`config.mk`:
```
export PLATFORM = sky130hd
export DESIGN_NAME = pipe_stage_reg
export DESIGN_NICKNAME = d
export VERILOG_FILES = /design/src/rtl/pipe_stage_reg.sv
export SDC_FILE = /design/constraint.sdc
export NUM_CORES = 1
export LEC_CHECK = 0
export ABC_CLOCK_PERIOD_IN_PS = 1810
export BUFFER_PORTS_ARGS = -buffer_cell sky130_fd_sc_hd__buf_2
export CAP_MARGIN = 20
export CORE_MARGIN = 1.5
export CORE_UTILIZATION = 45
export DETAILED_ROUTE_END_ITERATION = 12
export HOLD_SLACK_MARGIN = 0.15
export PLACE_DENSITY = 0.81
export SYNTH_ARGS = -nofsm -noshare
export SYNTH_HDL_FRONTEND = slang
export SYNTH_SLANG_ARGS = --single-unit
export TNS_END_PERCENT = 30
```
`constraint.sdc`:
```
create_clock -name clk -period 1.81 [get_ports clk]
set_input_delay 0.181 -clock clk [delete_from_list [all_inputs] [get_ports clk]]
set_output_delay 0.181 -clock clk [all_outputs]
set_load 0.01 [all_outputs]
```
`src/rtl/pipe_stage_reg.sv`:
```
// rtl/pipe_stage_reg.sv - elastic PC/instruction pipeline register with two-entry skid buffer
// and saturating stall/flush counters.
module pipe_stage_reg #(
  parameter int unsigned        PC_W      = 32,
  parameter int unsigned        INSTR_W   = 32,
  parameter logic [31:0]        RESET_PC  = 32'h0000_3000,
  parameter logic [INSTR_W-1:0] NOP_INSTR = '0,
  parameter int unsigned        CNT_W     = 16
) (
  input  logic               clk,
  input  logic               reset,
  input  logic               in_valid,
  output logic               in_ready,
  input  logic [PC_W-1:0]    in_PC,
  input  logic [INSTR_W-1:0] in_instruction,
  output logic               out_valid,
  input  logic               out_ready,
  output logic [PC_W-1:0]    out_PC,
  output logic [INSTR_W-1:0] out_instruction,
  input  logic               flush,
  input  logic               clr_cnt,
  output logic [CNT_W-1:0]   stall_cnt,
  output logic [CNT_W-1:0]   flush_cnt
);

  localparam logic [PC_W-1:0]  RESET_PC_V = PC_W'(RESET_PC);
  localparam logic [CNT_W-1:0] CNT_ONE    = {{(CNT_W-1){1'b0}}, 1'b1};

  // Encoding is {M.valid, S.valid}.
  typedef enum logic [1:0] {
    EMPTY = 2'b00,
    ONE   = 2'b10,
    FULL  = 2'b11
  } state_t;

  state_t             state;
  state_t             state_nxt;
  logic [PC_W-1:0]    m_pc;
  logic [INSTR_W-1:0] m_instr;
  logic [PC_W-1:0]    s_pc;
  logic [INSTR_W-1:0] s_instr;

  logic in_fire;
  logic out_fire;
  logic load_m_in;
  logic load_m_skid;
  logic load_s;
  logic bubble;
  logic stall_hit;
  logic flush_hit;

  assign in_ready        = (state != FULL);
  assign out_valid       = (state != EMPTY);
  assign out_PC          = m_pc;
  assign out_instruction = m_instr;

  assign in_fire   = in_valid & in_ready;
  assign out_fire  = out_valid & out_ready;
  assign stall_hit = out_valid & ~out_ready;
  assign flush_hit = flush & (state != EMPTY);

  always_ff @(posedge clk or negedge reset) begin
    if (!reset) begin
      state <= EMPTY;
    end else begin
      state <= state_nxt;
    end
  end

  always_comb begin
    state_nxt   = state;
    load_m_in   = 1'b0;
    load_m_skid = 1'b0;
    load_s      = 1'b0;
    bubble      = 1'b0;
    if (flush) begin
      state_nxt = EMPTY;
      bubble    = 1'b1;
    end else begin
      case (state)
        EMPTY: begin
          if (in_fire) begin
            load_m_in = 1'b1;
            state_nxt = ONE;
          end
        end
        ONE: begin
          if (in_fire && out_fire) begin
            load_m_in = 1'b1;
          end else if (in_fire) begin
            load_s    = 1'b1;
            state_nxt = FULL;
          end else if (out_fire) begin
            bubble    = 1'b1;
            state_nxt = EMPTY;
          end
        end
        FULL: begin
          if (out_fire) begin
            load_m_skid = 1'b1;
            state_nxt   = ONE;
          end
        end
        default: state_nxt = EMPTY;
      endcase
    end
  end

  // M.PC is never cleared by a bubble so debug sees where the stream stopped.
  always_ff @(posedge clk or negedge reset) begin
    if (!reset) begin
      m_pc    <= RESET_PC_V;
      m_instr <= NOP_INSTR;
      s_pc    <= '0;
      s_instr <= NOP_INSTR;
    end else begin
      if (load_m_in) begin
        m_pc    <= in_PC;
        m_instr <= in_instruction;
      end else if (load_m_skid) begin
        m_pc    <= s_pc;
        m_instr <= s_instr;
      end else if (bubble) begin
        m_instr <= NOP_INSTR;
      end
      if (load_s) begin
        s_pc    <= in_PC;
        s_instr <= in_instruction;
      end
    end
  end

  always_ff @(posedge clk or negedge reset) begin
    if (!reset) begin
      stall_cnt <= '0;
      flush_cnt <= '0;
    end else if (clr_cnt) begin
      stall_cnt <= '0;
      flush_cnt <= '0;
    end else begin
      if (stall_hit && (stall_cnt != {CNT_W{1'b1}})) begin
        stall_cnt <= stall_cnt + CNT_ONE;
      end
      if (flush_hit && (flush_cnt != {CNT_W{1'b1}})) begin
        flush_cnt <= flush_cnt + CNT_ONE;
      end
    end
  end

endmodule

```
* After elaboration in Yosys (flattened, before gate mapping) *
Index checks and enable logic that the tools add are counted.

word-level totals
  output and inout port bits = 98
  register bits = 162

operators by class
  add/sub/neg operators = 2
  equal/unequal tests = 9
  bitwise logic cells = 5
  muxes and demuxes = 30
  reduce and logical (&&, ||, !) cells = 10

operators with widths
  cell                                                             number
  32-bit 2-to-1 mux                                                5
  16-bit 2-to-1 mux                                                4
  16-bit by 1-bit adder with 16-bit output, second input constant  2
  16-bit inequality test, second input constant                    2
  1-bit 2-to-1 mux                                                 13
  2-bit 2-to-1 mux                                                 6
  3-bit inequality test, second input constant                     3
  2-bit nonzero test                                               4
  2-bit case mux with 3 select lines                               1
  1-bit bitwise AND                                                4
  2-bit == test, second input constant                             2
  4-bit inequality test, second input constant                     1
  4-bit AND reduction                                              1
  1-bit logical AND                                                3
  3-bit nonzero test                                               1
  2-bit zero test                                                  1
  2-bit inequality test, second input constant                     1
  1-bit case mux with 2 select lines                               1
  1-bit inverter                                                   1

* Depth between registers and ports, before layout *
  depth after elaboration = 10
  gate-level depth with buffers = 9
  mapped depth without buffers = 6

* Worst setup path after synthesis *
No wires, ideal clock.

  path kind = reg2reg
  from = register state[0]
  to = register s_instr[10]
  setup time = 0.125 ns
  clock period less this slack = 1.962 ns
  arrival time = 1.837 ns
  cell stages (with the launch flop) = 9
  path slack = -0.152 ns
  path buffers = 2
  required time = 1.685 ns
  path through = dfrtp_1 inv_1 ha_1 buf_2 nor2b_2 nor3_1 nand3_1 buf_2 mux2_2

on the way
  word-level cells in the longest chain between the ends = 6
  elaborated cells on any way between the ends = 10
  those cells by class = eq/ne: 2; mux: 4; bitwise: 2; reduce/logical: 2

RTL lines
  what                                                                RTL line  RTL
  from (decl)                                                         36        state_t state;
  from (signal assigned)                                              66        state <= state_nxt;
  2-bit inequality test / 2-bit nonzero test (equally long branches)  52, 53
  1-bit bitwise AND (on tied branches)                                57, 58
  1-bit 2-to-1 mux / 1-bit logical AND (equally long branches)        90, 88
  1-bit 2-to-1 mux                                                    88        if (in_fire && out_fire) begin
  1-bit 2-to-1 mux *                                                  80        case (state)
  1-bit 2-to-1 mux *                                                  76        if (flush) begin
  to (signal assigned)                                                128       s_instr <= in_instruction;
  to (decl)                                                           41        logic [INSTR_W-1:0] s_instr;

Every way passes the cells marked *; elsewhere a longest branch is shown, timed or not.
A chain may end at the register's enable or synchronous reset.

* Final worst setup path *
  from = register state[1]
  to = register m_pc[17], in the netlist out_PC[17]

on the way
  word-level cells in the longest chain between the ends = 7
  elaborated cells on any way between the ends = 17
  those cells by class = eq/ne: 3; mux: 8; bitwise: 2; reduce/logical: 4

RTL lines
  what                                                                RTL line  RTL
  2-bit inequality test / 2-bit nonzero test (equally long branches)  52, 53
  1-bit bitwise AND (on tied branches)                                57, 58
  1-bit logical AND                                                   88
  1-bit 2-to-1 mux                                                    88
  1-bit case mux with 2 select lines                                  80
  1-bit 2-to-1 mux                                                    76
  32-bit 2-to-1 mux / 2-bit nonzero test (equally long branches)      n/a
  to (signal assigned)                                                118       m_pc <= in_PC;
  to (signal assigned)                                                121       m_pc <= s_pc;
  to (decl)                                                           38        logic [PC_W-1:0] m_pc;

Parallel ways exist; a longest one is shown, timed or not.

==> flow_metrics.py <==
metrics = {
    "status": {
        "status": "finished, violations left",
        "violations": "negative setup slack",
    },
    "grt": {
        "track_usage": 0.236,
        "grt_overflow": 0,
        "antenna_found_initial": 1,
        "grt_max_degree": 95,
        "grt_first_pass_wirelength_mm": 30.7,
        "grt_pass1_vias": 6052,
    },
    "timing": {
        "period_needed_ns": 1.96,
        "slew_headroom": 0.626,
        "skew_ns": 0.0143,
        "fin_crit_sh": 1.08,
        "max_clock_freq_ghz": 0.511,
        "worst_pin_slew_ns": 0.561,
        "hold_viol_final": 0,
        "setup_ws_ns": -0.147,
        "holdWs_ns": 0.219,
        "final_max_slew_viol_count": 0,
        "finalSetupViolCount": 118,
        "rsz0062_at_grt": "yes",
    },
    "die": {
        "die_h_um": 130,
        "die_w_um": 130,
        "num_io_pins": 168,
        "core_um2": 15800,
        "fp.dieArea_um2": 16800,
        "initial_core_util": 0.458,
        "row_count": 46,
    },
    "worst_setup_path": {
        "max_stage_delay_ns": 0.39,
        "r2r_cells": 7,
        "critPathLaunchType": "flip-flop",
        "critPathCaptureType": "flip-flop",
        "r2r_setup_slack_ns": -0.15,
        "worstSetupPathType": "reg -> reg",
        "cp_slowest_cell": "dfrtp_1",
        "critPathRequiredTime_ns": 2.11,
        "crit_arrival_ns": 2.26,
        "path_cells": "buf_4 -> ha_4 -> and3b_2 -> a21oi_4 -> o21ba_4 -> clkbuf_16 -> a221o_1",
        "cp_max_fo": 8,
    },
    "layout": {
        "multi_input_area_um2": 3200,
        "register_area_um2": 4060,
        "drive_above_1_share": 0.435,
        "syn2layout_area_growth_pct": 44.5,
        "utilization": 0.662,
        "fill_cells": 1155,
        "nets": 944,
    },
    "routing": {
        "final_antenna_net_count": 0,
        "drc_errors": 0,
        "vias": 6200,
        "via_per_inst": 5.65,
        "drt_iter0_drc": 440,
        "postRouteWirelength_mm": 20.8,
        "wl_per_cell_um": 19.0,
        "first_pass_iters": 5,
    },
    "clock_network": {
        "cts.clk_slew.worst_paths_ns": 0.07,
        "numCtsBuffers": 17,
        "cts_tree": "done",
        "cts-htree-levels": 4,
        "cts_buffer_depth": 2,
        "ctsRootBufferMaster": "clkbuf_16",
        "clk_latency_ns": 0.43,
        "clock-sinks": 162,
    },
    "power_and_ir_drop": {
        "p_leak_uw": 0.00496,
        "power_density_nw_per_um2": 1240,
        "peakVddDrop_uv": 893,
    },
    "run": {
        "maxCapViolations": 0,
    },
    "place": {
        "hpwl_mm": 11.8,
        "place_congestion": 0.802,
        "placement.io_buffers": 167,
    },
    "logic_synthesis": {
        "avgSynthCellArea_um2": 12.5,
        "ys_seq_elements": 162,
        "synth_fp_nets": 656,
        "syn_area_um2": 7230,
        "synthCells": 579,
        "synth_seq_area_share": 0.561,
        "async_reset_ff_frac": 1.00,
        "yosysWarnings": 0,
        "yosys.cell_types.count": 50,
        "synth_flop_cell": "dfrtp_1",
        "synth_edf_count": 0,
    },
    "hold_path": {
        "hp-class": "in -> reg",
        "hold_depth": 2,
    },
}
state kept, by name, indices dropped and copies added (netlist names):
name and count:
out_PC 32, out_instruction 32, s_instr 32, s_pc 32, flush_cnt 16, stall_cnt 16
state 2
timing repair:
action | 4_1_cts | 5_1_grt
cloned | 2 | 4
resized for setup | 19 | 24
hold endpoints to repair | 289 | 0
hold buffers | 67 | 0
setup buffers | 3 | 0
endpoints found under the setup margin | 142 | 154
pin swaps | 4 | 16
worst paths after layout:
| kind | start | end |
|---|---|---|
| setup reg to reg | state[1]$_DFFE_PN0P_ | out_PC[17]$_DFFE_PN0P_ |
| hold / removal | flush | state[1]$_DFFE_PN0P_ |
| hold reg to reg | s_pc[22]$_DFFE_PN0P_ | s_pc[22]$_DFFE_PN0P_ |
| setup / recovery | state[1]$_DFFE_PN0P_ | out_PC[17]$_DFFE_PN0P_ |
| min in group asynchronous | reset | s_pc[9]$_DFFE_PN0P_ |
| max in group asynchronous | reset | out_PC[9]$_DFFE_PN0P_ |
metrics by stage:
| stage | instances | setup TNS, ns | worst slack (ns) | power, uW | area, um2 |
|---|---|---|---|---|---|
| after floorplan | 579 | -2.33 | -0.0584 | 7300 | 7270 |
| after global placement | 988 | -7.41 | -0.0885 | 8520 | 8770 |
| after detailed placement | 988 | -11.28 | -0.141 | 8680 | 8770 |
| after CTS | 1092 | -2.25 | -0.0606 | 12700 | 10200 |
| after global routing | 1097 | -15.60 | -0.197 | 13600 | 10400 |
| final | 1098 | -6.83 | -0.147 | 13000 | 10400 |
synthesized netlist by cell type (3+ instances only):
| library cell | n | area [um2] |
|---|---|---|
| dfrtp_1 | 160 | 4000 |
| mux2_2 | 69 | 777 |
| a221o_1 | 64 | 641 |
| and2_1 | 63 | 394 |
| a21oi_1 | 18 | 90.1 |
| clkbuf_1 | 18 | 67.6 |
| buf_2 | 17 | 85.1 |
| nor2_1 | 15 | 56.3 |
| nand2_1 | 13 | 48.8 |
| nand4_1 | 12 | 75.1 |
| nor3_1 | 12 | 60.1 |
| or3_1 | 11 | 68.8 |
| nand3_1 | 9 | 45.0 |
| o21ai_0 | 9 | 45.0 |
| inv_1 | 8 | 30.0 |
| a31oi_1 | 7 | 43.8 |
| ha_1 | 7 | 87.6 |
| nor2b_1 | 7 | 43.8 |
| nand2b_1 | 6 | 37.5 |
| o31ai_1 | 6 | 45.0 |
| or4_1 | 5 | 37.5 |
| a311oi_1 | 3 | 26.3 |
| nor4_1 | 3 | 18.8 |
power by group:
part	switching, uW	leakage (uW)	internal, uW
clock network	1640	0.000298	2100
registers	707	0.00207	4870
logic	1660	0.00260	1990
final cells by class:
class / count / area share
Timing Repair Buffer: 305 / 0.218
Tap cell: 216 / 0.0259
Inverter: 8 / 0.00287
Sequential cell: 162 / 0.388
Multi-Input combinational cell: 373 / 0.306
Clock inverter: 15 / 0.0178
Antenna cell: 2 / 0.000479
Clock buffer: 17 / 0.0407
layer usage:
layer | track usage | vias up | routed length [um]
met4 | 0.125 | 0 | 852
met3 | 0.0447 | 62 | 1060
met2 | 0.403 | 253 | 10700
met1 | 0.283 | 3115 | 8270
li1 | - | 2770 | -
met5 | 0 | - | 0
placed cells by master, fill, tap and decap left out, types with 7 or more instances in the layout:
| master | n |
|---|---|
| buf_2 | 166 |
| dfrtp_1 | 159 |
| mux2_2 | 69 |
| dlygate4sd3_1 | 67 |
| a221o_1 | 64 |
| and2_1 | 63 |
| buf_4 | 54 |
| clkbuf_16 | 21 |
| a21oi_1 | 13 |
| nand2_1 | 13 |
| nor2_1 | 12 |
| nand4_1 | 12 |
| or3_1 | 10 |
| o21ai_0 | 9 |
| inv_6 | 8 |
| buf_12 | 8 |
| nor2b_1 | 7 |
| nor3_1 | 7 |
| nand3_1 | 7 |
| a31oi_1 | 7 |
cells by family after synthesis:
kind of cell	share of synthesized area
simple gates	0.150
flops	0.561
compound gates	0.135
mux	0.113
buf+inv	0.0268
fa+ha+maj	0.0121
xor+xnor	0.00121
critical path: cells and delay by family (launching register included):
family,cells,cell delay [ns]
compound gates,3,0.66
fa+ha+maj,1,0.17
buf+inv,2,0.35
flops,1,0.39
simple gates,1,0.27
Note: power is estimated with default switching activity, not from simulation.
